**config.mk**
```make
export PLATFORM = sky130hd
export DESIGN_NAME = btle_rx_pdu_buffer
export DESIGN_NICKNAME = d
export VERILOG_FILES = /design/src/rtl/btle_rx_pdu_buffer_pkg.sv /design/src/rtl/btle_rx_desc_fifo.sv /design/src/rtl/btle_rx_pdu_buffer.sv
export SDC_FILE = /design/constraint.sdc
export NUM_CORES = 2
export LEC_CHECK = 0
export ABC_CLOCK_PERIOD_IN_PS = 7600
export CORE_UTILIZATION = 55
export DETAILED_ROUTE_END_ITERATION = 10
export GPL_ROUTABILITY_DRIVEN = 0
export HOLD_SLACK_MARGIN = 0.05
export PLACE_DENSITY = 0.69
export SLEW_MARGIN = 10
export SYNTH_ARGS = -nofsm -noshare
export SYNTH_HDL_FRONTEND = slang
export SYNTH_SLANG_ARGS = --single-unit
export TNS_END_PERCENT = 10
```
**constraint.sdc**
```tcl
create_clock -name clk -period 7.6 [get_ports clk]
set_input_delay 1.52 -clock clk [delete_from_list [all_inputs] [get_ports clk]]
set_output_delay 1.52 -clock clk [all_outputs]
set_load 0.01 [all_outputs]
```
**src/rtl/btle_rx_pdu_buffer_pkg.sv**
```systemverilog
// rtl/btle_rx_pdu_buffer_pkg.sv - shared types and helpers for the BLE receive PDU buffer
package btle_rx_pdu_buffer_pkg;

    typedef enum logic [1:0] {
        ST_IDLE    = 2'd0,
        ST_RECEIVE = 2'd1,
        ST_DROP    = 2'd2
    } rx_state_t;

    localparam int CRC_FLAG_W = 1;

    // Pointer width including the extra wrap bit.
    function automatic int ptr_width(input int depth);
        return $clog2(depth) + 1;
    endfunction

endpackage

```
**src/rtl/btle_rx_desc_fifo.sv**
```systemverilog
// rtl/btle_rx_desc_fifo.sv - synchronous FIFO of committed packet descriptors {len, crc_flag}
module btle_rx_desc_fifo #(
    parameter int DEPTH = 4,
    parameter int WIDTH = 9
) (
    input  logic                     clk,
    input  logic                     rst,
    input  logic                     push,
    input  logic [WIDTH-1:0]         din,
    input  logic                     pop,
    output logic [WIDTH-1:0]         dout,
    output logic                     full,
    output logic                     empty,
    output logic [$clog2(DEPTH):0]   count
);

    localparam int AW = $clog2(DEPTH);

    logic [WIDTH-1:0] mem [DEPTH];
    logic [AW:0]      wr_idx;
    logic [AW:0]      rd_idx;
    logic             do_push;
    logic             do_pop;

    assign full    = (wr_idx ^ rd_idx) == {1'b1, {AW{1'b0}}};
    assign empty   = wr_idx == rd_idx;
    assign count   = wr_idx - rd_idx;
    assign dout    = mem[rd_idx[AW-1:0]];
    assign do_push = push && !full;
    assign do_pop  = pop && !empty;

    always_ff @(posedge clk or posedge rst) begin
        if (rst) begin
            wr_idx <= '0;
            rd_idx <= '0;
        end else begin
            if (do_push)
                wr_idx <= wr_idx + 1'b1;
            if (do_pop)
                rd_idx <= rd_idx + 1'b1;
        end
    end

    always_ff @(posedge clk) begin
        if (do_push)
            mem[wr_idx[AW-1:0]] <= din;
    end

endmodule

```
**src/rtl/btle_rx_pdu_buffer.sv**
```systemverilog
// rtl/btle_rx_pdu_buffer.sv - BLE receive packet buffer; commits CRC-good packets, FWFT read side
// Option macro BTLE_RX_PDU_BUFFER_KEEP_BAD_EN: commit CRC failures too, flagged via rd_pkt_crc_ok.
module btle_rx_pdu_buffer
    import btle_rx_pdu_buffer_pkg::*;
#(
    parameter int DEPTH         = 256,
    parameter int DESC_DEPTH    = 4,
    parameter int LEN_BIT_WIDTH = 8
) (
    input  logic                          clk,
    input  logic                          rst,
    input  logic                          pkt_start,
    input  logic [7:0]                    octet,
    input  logic                          octet_valid,
    input  logic                          decode_end,
    input  logic                          crc_ok,
    output logic [7:0]                    rd_octet,
    output logic                          rd_valid,
    input  logic                          rd_ready,
    output logic                          rd_last,
    output logic [LEN_BIT_WIDTH-1:0]      rd_pkt_len,
    output logic                          rd_pkt_crc_ok,
    output logic [$clog2(DESC_DEPTH):0]   pkt_count,
    output logic [7:0]                    drop_count
);

    localparam int ADDR_W = $clog2(DEPTH);
    localparam int PTR_W  = ptr_width(DEPTH);
    localparam int CNT_W  = $clog2(DESC_DEPTH) + 1;
    localparam int DESC_W = LEN_BIT_WIDTH + CRC_FLAG_W;
    localparam logic [LEN_BIT_WIDTH-1:0] LEN_MAX = '1;

    logic [7:0]               mem [DEPTH];
    rx_state_t                state, state_nxt;
    logic [PTR_W-1:0]         wr_ptr, wr_ptr_nxt;
    logic [PTR_W-1:0]         wr_commit, wr_commit_nxt;
    logic [PTR_W-1:0]         rd_ptr;
    logic [PTR_W-1:0]         wr_ptr_cur;
    logic [LEN_BIT_WIDTH-1:0] len_cnt, len_nxt, len_cur;
    logic [LEN_BIT_WIDTH-1:0] rd_consumed;
    logic [LEN_BIT_WIDTH-1:0] head_len;
    logic [LEN_BIT_WIDTH-1:0] remaining;
    logic [7:0]               drop_cnt;
    logic                     ram_full;
    logic                     overflow;
    logic                     mem_we;
    logic                     drop_inc;
    logic                     crc_accept;
    logic                     crc_flag;
    logic                     head_crc;
    logic                     accept;
    logic                     desc_push;
    logic                     desc_pop;
    logic                     desc_full;
    logic                     desc_empty;
    logic [DESC_W-1:0]        desc_din;
    logic [DESC_W-1:0]        desc_dout;
    logic [CNT_W-1:0]         desc_count;

`ifdef BTLE_RX_PDU_BUFFER_KEEP_BAD_EN
    assign crc_accept = 1'b1;
    assign crc_flag   = crc_ok;
`else
    assign crc_accept = crc_ok;
    assign crc_flag   = 1'b1;
`endif

    assign ram_full = (wr_ptr ^ rd_ptr) == {1'b1, {ADDR_W{1'b0}}};

    always_comb begin
        state_nxt     = state;
        wr_ptr_nxt    = wr_ptr;
        wr_commit_nxt = wr_commit;
        len_nxt       = len_cnt;
        wr_ptr_cur    = wr_ptr;
        len_cur       = len_cnt;
        overflow      = 1'b0;
        mem_we        = 1'b0;
        drop_inc      = 1'b0;
        desc_push     = 1'b0;
        desc_din      = {len_cnt, crc_flag};

        case (state)
            ST_IDLE: begin
                if (pkt_start) begin
                    wr_ptr_nxt = wr_commit;
                    len_nxt    = '0;
                    state_nxt  = ST_RECEIVE;
                end
            end

            ST_RECEIVE: begin
                // The octet lands before any commit decision taken in the same cycle.
                if (octet_valid) begin
                    if (ram_full) begin
                        overflow = 1'b1;
                    end else begin
                        mem_we     = 1'b1;
                        wr_ptr_cur = wr_ptr + 1'b1;
                        len_cur    = (len_cnt == LEN_MAX) ? len_cnt : len_cnt + 1'b1;
                    end
                end
                wr_ptr_nxt = wr_ptr_cur;
                len_nxt    = len_cur;
                if (overflow)
                    state_nxt = ST_DROP;

                if (decode_end) begin
                    if (!overflow && crc_accept && (len_cur != '0) && !desc_full) begin
                        wr_commit_nxt = wr_ptr_cur;
                        desc_push     = 1'b1;
                        desc_din      = {len_cur, crc_flag};
                    end else begin
                        wr_ptr_nxt = wr_commit;
                        drop_inc   = 1'b1;
                    end
                    state_nxt = ST_IDLE;
                end else if (pkt_start) begin
                    drop_inc = 1'b1;
                end

                if (pkt_start) begin
                    wr_ptr_nxt = wr_commit_nxt;
                    len_nxt    = '0;
                    state_nxt  = ST_RECEIVE;
                end
            end

            ST_DROP: begin
                if (decode_end || pkt_start) begin
                    wr_ptr_nxt = wr_commit;
                    drop_inc   = 1'b1;
                    state_nxt  = ST_IDLE;
                end
                if (pkt_start) begin
                    len_nxt   = '0;
                    state_nxt = ST_RECEIVE;
                end
            end

            default: state_nxt = ST_IDLE;
        endcase
    end

    always_ff @(posedge clk or posedge rst) begin
        if (rst) begin
            state     <= ST_IDLE;
            wr_ptr    <= '0;
            wr_commit <= '0;
            len_cnt   <= '0;
            drop_cnt  <= '0;
        end else begin
            state     <= state_nxt;
            wr_ptr    <= wr_ptr_nxt;
            wr_commit <= wr_commit_nxt;
            len_cnt   <= len_nxt;
            if (drop_inc && drop_cnt != 8'hFF)
                drop_cnt <= drop_cnt + 1'b1;
        end
    end

    always_ff @(posedge clk) begin
        if (mem_we)
            mem[wr_ptr[ADDR_W-1:0]] <= octet;
    end

    btle_rx_desc_fifo #(
        .DEPTH (DESC_DEPTH),
        .WIDTH (DESC_W)
    ) u_desc_fifo (
        .clk   (clk),
        .rst   (rst),
        .push  (desc_push),
        .din   (desc_din),
        .pop   (desc_pop),
        .dout  (desc_dout),
        .full  (desc_full),
        .empty (desc_empty),
        .count (desc_count)
    );

    // Remaining octets of the head packet = head length minus octets already consumed.
    assign head_len      = desc_dout[DESC_W-1:CRC_FLAG_W];
    assign head_crc      = desc_dout[0];
    assign remaining     = head_len - rd_consumed;
    assign rd_valid      = !desc_empty;
    assign rd_last       = rd_valid && (remaining == LEN_BIT_WIDTH'(1));
    assign rd_octet      = rd_valid ? mem[rd_ptr[ADDR_W-1:0]] : 8'h00;
    assign rd_pkt_len    = rd_valid ? head_len : '0;
    assign rd_pkt_crc_ok = rd_valid && head_crc;
    assign pkt_count     = desc_count;
    assign drop_count    = drop_cnt;
    assign accept        = rd_valid && rd_ready;
    assign desc_pop      = accept && rd_last;

    always_ff @(posedge clk or posedge rst) begin
        if (rst) begin
            rd_ptr      <= '0;
            rd_consumed <= '0;
        end else if (accept) begin
            rd_ptr      <= rd_ptr + 1'b1;
            rd_consumed <= rd_last ? '0 : rd_consumed + 1'b1;
        end
    end

endmodule

```
# Yosys cells after proc, flatten, opt, wreduce, memory -nomap -nowiden
# Memory sizes are Yosys's and may differ from the RTL's.
# Index checks and enable logic that the tools add are counted.
[word_totals]
ff_bits = 59
ramBits = 2084
in_bits = 15
out_inout_bits = 30
wordCells = 104
mem_count = 2
[mem_list]
columns = ["memory", "depth", "word_bits", "read_ports", "rd_clocked_by_memory_dff", "write_ports", "line_no", "text"]
rows = [
  ["mem", 256, 8, 1, 0, 1, "btle_rx_pdu_buffer.sv:33", "logic [7:0] mem [DEPTH];"],
  ["u_desc_fifo.mem", 4, 9, 1, 0, 1, "btle_rx_desc_fifo.sv:19", "logic [WIDTH-1:0] mem [DEPTH];"],
]
[op_classes]
add_sub_neg = 9
eq_ne = 13
n_mux = 47
n_bitwise = 2
reduce_logical = 22
[op_table]
columns = ["operator", "count"]
rows = [
  ["two-way mux 9 bit", 11],
  ["two-way mux 8 bit", 9],
  ["one-hot mux 9 bit (3 select lines)", 1],
  ["adder 8 x 1 -> 8 bit (second input constant)", 3],
  ["adder 9 x 1 -> 9 bit (second input constant)", 2],
  ["two-way mux 1 bit", 17],
  ["one-hot mux 8 bit (2 select lines)", 1],
  ["two-way mux 2 bit", 6],
  ["logical AND 1 bit", 10],
  ["equality test 9 bit (second input constant)", 1],
  ["XOR 9 bit", 1],
  ["equality test 8 x 1 -> 1 bit (second input constant)", 1],
  ["equality test 8 bit (second input constant)", 1],
  ["inequality test 8 bit (second input constant)", 1],
  ["nonzero test 8 bit", 1],
  ["subtractor 8 bit", 1],
  ["adder 3 x 1 -> 3 bit (second input constant)", 2],
  ["one-hot mux 2 bit (3 select lines)", 1],
  ["AND reduction 3 bit", 2],
  ["inequality test 2 bit (second input constant)", 2],
  ["inequality test 4 bit (second input constant)", 1],
  ["equality test 3 bit", 1],
  ["equality test 3 bit (second input constant)", 1],
  ["zero test 1 bit", 3],
  ["other kinds (13)", 13],
]

# Depth between registers and ports, before layout
[depth]
word_depth = 15
mapped_depth = 14

# Cells and area by module
# A second synthesis with hierarchy kept.
[hier_totals]
hier_cells = 3728
hier_area_um2 = 84154.5
[by_module_without_submodules]
columns = ["mod", "instances", "cells_each", "area_per_inst_um2", "seq_area_each_um2"]
rows = [
  ["btle_rx_pdu_buffer", 1, 3635, 82395.3, 62825.3],
  ["btle_rx_desc_fifo", 1, 93, 1759.2, 1231.2],
]

# Worst setup path after synthesis
# Ideal clock, no wire load.
[synth_timing]
path_type = "register to output"
from = "reg rd_ptr[0]"
to = "out rd_octet[2]"
arrival_time_ps = 3011
t_required_ps = 6080
slack_ps = 3069
path_stages_with_launch = 11
path_cell_list = "dfrtp_1 > buf_4 > buf_2 > buf_2 > buf_1 > mux4_2 > o22ai_1 > a21oi_1 > mux4_2 > a22oi_1 > nand2_1"
[synth_via]
elab_chain_len = 2
[synth_lines]
columns = ["element", "line_no", "text"]
rows = [
  ["from (decl)", "btle_rx_pdu_buffer.sv:37", "logic [PTR_W-1:0] rd_ptr;"],
  ["from (signal assigned)", "btle_rx_pdu_buffer.sv:201", "rd_ptr <= rd_ptr + 1'b1;"],
  ["memory (256 x 8 bit)", "-", ""],
  ["two-way mux 8 bit", "btle_rx_pdu_buffer.sv:188", "assign rd_octet = rd_valid ? mem[rd_ptr[ADDR_W-1:0]] : 8'h00;"],
  ["to (decl)", "btle_rx_pdu_buffer.sv:17", "output logic [7:0] rd_octet,"],
]
# Every way passes these cells.

# Worst setup path after layout
[layout_timing]
from = "reg rd_ptr[0]"
to = "out rd_octet[6]"
# Same word-level chain as after synthesis.

==> flow_metrics.env <==
export IMPL_syn_inst=4561
export IMPL_worst_pin_slew_ns=1.38
export IMPL_ys_seq_area_share_pct=75.3
export IMPL_arrival_ns=5.85
export IMPL_vias=44593
export IMPL_synth_top_area_share_pct=73.5
export IMPL_hold_depth=1
export IMPL_syn_avg_cell_area_sq_um=18.6
export IMPL_crit_chain="buf_12 -> mux4_2 -> and2_1 -> a2111oi_1 -> nor4_1 -> o21ai_0 -> nand3_1 -> nor3_2 -> a211oi_1 -> clkdlybuf4s50_1"
export IMPL_status="finished, final reports clean"
export IMPL_area_growth_pct=11.4
export IMPL_path_class="reg2out"
export IMPL_antenna_left=0
export IMPL_die_w_um=395
export IMPL_synthesis_area_sq_um=85000
export IMPL_leakage_uw=0.0307
export IMPL_cp_slowest_cell="dfrtp_4"
export IMPL_fin_nets=4664
export IMPL_firstDrtPassIters=7
export IMPL_layout_drive_gt1_share_pct=15.8
export IMPL_reg2reg_depth=8
export IMPL_numCtsBuffers=208
export IMPL_core_sq_um=153000
export IMPL_rsz0062_at_grt="no"
export IMPL_cts_tree="yes"
export IMPL_dr_wl_met2_um=98100
export IMPL_maxSlewViolCount=0
export IMPL_cp_end_kind="primary output"
export IMPL_wl_per_cell_um=30.7
export IMPL_synth_flop_cell="edfxtp_1"
export IMPL_wl_um=210000
export IMPL_ys_top_cells_by_area="edfxtp_1 74%, mux4_2 8.5%, mux2i_1 5.6%"
export IMPL_layout_setup_ws_ns=0.234
export IMPL_drtIter0Drc=5495
export IMPL_wl_met3_um=19600
export IMPL_pre_cts_slack_ns=0.586
export IMPL_ys_seq_elements=2139
export IMPL_relSlewSlack_pct=8.09
export IMPL_cts_root_buf="clkbuf_16"
export IMPL_htreeDepth=4
export IMPL_path_clk_slew_ns=0.07
export IMPL_synth_warnings=0
export IMPL_clock_path_buffers=3
export IMPL_peakVddDrop_uv=297
export IMPL_setup_violations_final=0
export IMPL_cts_sinks=2139
export IMPL_dp_hpwl_um=124000
export IMPL_drc=0
export IMPL_grt_pass1_vias=43128
export IMPL_crit_fanout=69
export IMPL_min_path_type="reg2reg"
export IMPL_grt_max_degree=188
export IMPL_p_total_uw=34800
export IMPL_startpoint_type="register"
export IMPL_p_per_area_nw_per_um2=368
export IMPL_num_io_pins=45
export IMPL_start_util_pct=55.7
export IMPL_synth_edf_count=2080
export IMPL_syn_num_nets=4604
export IMPL_rows=143
export IMPL_grt_pass1_wl_um=305000
export IMPL_synth_async_sr_flop_share_pct=2.76
export IMPL_slowest_delay_ns=0.86
export IMPL_fin_setup_tns_ns=0
export IMPL_grt_ovfl_total=0
export IMPL_period_needed_ns=7.37
export IMPL_antenna_found_initial=15
export IMPL_synth_area_leader_cell="edfxtp_1"
export IMPL_grt_usage_pct=27.0
export IMPL_dieArea_sq_um=156000
export IMPL_portBuffers=44
export IMPL_vias_per_cell=6.53
export IMPL_synth_cell_types=64
export IMPL_clkLatencyLatePin_ns=0.84
export IMPL_max_cap_viol_count=0
export IMPL_finalHoldViolations=0
export IMPL_fin_crit_sh_pct=96.9
export IMPL_die_y_um=395
export IMPL_skew_ns=0.0293
export IMPL_required_ns=6.08
export IMPL_top_layer="met5"
export IMPL_fmax_mhz=136
export IMPL_wl_met1_um=84600
[cells in the final DEF (no fill, tap or decap), types with 6 or more instances in the layout]
| cell | n |
|---|---|
| edfxtp_1 | 2080 |
| mux2i_1 | 477 |
| mux4_2 | 322 |
| nor2_1 | 301 |
| o221ai_1 | 235 |
| clkbuf_16 | 216 |
| nand2_1 | 197 |
| a21oi_1 | 144 |
| o22ai_1 | 120 |
| buf_4 | 67 |
| dfrtp_1 | 54 |
| clkbuf_1 | 52 |
| clkinv_2 | 42 |
| clkinv_1 | 37 |
| xnor2_1 | 36 |
| clkdlybuf4s50_1 | 36 |
| inv_1 | 30 |
| nand3_1 | 27 |
| o21ai_0 | 26 |
| ha_1 | 26 |
| nor3_1 | 22 |
| bufinv_16 | 21 |
| buf_12 | 21 |
| a22oi_1 | 19 |
| and2_1 | 15 |
| nand2_2 | 12 |
| xor2_1 | 11 |
| and3_1 | 8 |
| nor4_1 | 7 |
| a211oi_1 | 7 |
| buf_8 | 7 |
| diode_2 | 6 |
| nand4_1 | 6 |
| a31oi_1 | 6 |
| a21o_1 | 6 |
| clkbuf_8 | 6 |
[cell usage after synthesis, types with 5 or more instances]
library cell and n:
a31oi_1 6, clkbuf_1 164, nor2_1 302, a211oi_1 7
a22oi_1 19, o21ai_0 26, nand2_1 210, dfrtp_1 59
and3_1 8, nand3_1 30, a21oi_1 144, nor3_1 25
inv_1 31, mux2i_1 477, nor4_1 7, a21o_1 6
edfxtp_1 2080, o221ai_1 235, and2_1 15, mux4_2 322
nand2b_1 5, xnor2_1 36, xor2_1 11, ha_1 26
nand4_1 6, or3_1 5, o22ai_1 120, buf_2 73
buf_1 40, buf_4 5
[repair_timing]
item	in CTS	in global routing
gates resized for setup	1	2
buffers inserted	1	0
hold buffers	0	0
gates cloned	0	0
setup endpoints to repair	1	1
[logic make-up (layout without fill, tap and decap cells)]
logic type	after synthesis	in the layout	share of synthesized area [%]
XOR/XNOR	48	48	0.504
AND/OR/NAND/NOR	637	637	3.16
flip-flops	2139	2139	75.3
buffers and inverters	315	551	1.53
AO/OA/AOI/OAI	593	593	4.94
other	0	6	0
multiplexers	801	801	14.2
adder cells (fa/ha/maj)	28	28	0.430
[critical path: cells and delay by family, from the launching register on]
kind                   cells  cell delay, ns
AOI/OAI and AO/OA          3            1.52
buffers and inverters      2            1.04
DFF                        1            0.86
muxes                      1            0.57
and+or+nand+nor            4            0.99
[flip-flops by register name (all words and copies together) (netlist names), 3 cells and up]
register / cells
u_desc_fifo.rd_idx: 3
rd_consumed: 8
wr_ptr: 9
wr_commit: 9
rd_ptr: 9
u_desc_fifo.mem: 32
u_desc_fifo.wr_idx: 3
mem: 2048
len_cnt: 8
drop_count: 8
[area by class of cell]
class	count	area (sq um)
Antenna cell	6	15.0
Clock buffer	273	5670
Clock inverter	113	1090
Fill cell	10496	58000
Inverter	32	125
Multi-Input combinational cell	2107	19800
Sequential cell	2139	64000
Tap cell	2030	2540
Timing Repair Buffer	133	1430
[metal layers]
layer	vias up	GRT usage (%)
met5	-	0
met3	407	5.25
met1	23050	39.2
li1	18765	-
met4	8	9.61
met2	2363	41.1
[final timing paths]
kind                                        from                     to  slack (ns)
max                                    rd_ptr[0]            rd_octet[6]        0.23
min                        u_desc_fifo.wr_idx[2]  u_desc_fifo.wr_idx[2]        0.50
max reg2reg                            rd_ptr[2]             mem[62][6]        2.48
min reg2reg                u_desc_fifo.wr_idx[2]  u_desc_fifo.wr_idx[2]        0.50
max in group asynchronous                    rst              rd_ptr[2]        5.64
min in group asynchronous                    rst          drop_count[0]        1.29
[where the power goes]
| group | leakage, uW | switching [uW] | internal (uW) |
|---|---|---|---|
| Combinational | 0.00800 | 6830 | 4230 |
| Sequential | 0.0194 | 350 | 13100 |
| Clock | 0.00332 | 4320 | 5940 |
[stage by stage]
stage	hold WS, ns	instances	util, %	cell area (sq um)
after global placement	0.474	6440	57.5	87800
after detailed placement	0.488	6440	57.5	87800
final	0.504	6833	62.0	94600
after floorplan	0.462	4561	-	85000
after CTS	0.500	6827	62.0	94600
after global routing	0.510	6827	62.0	94600
(Power assumes the default switching activity.)
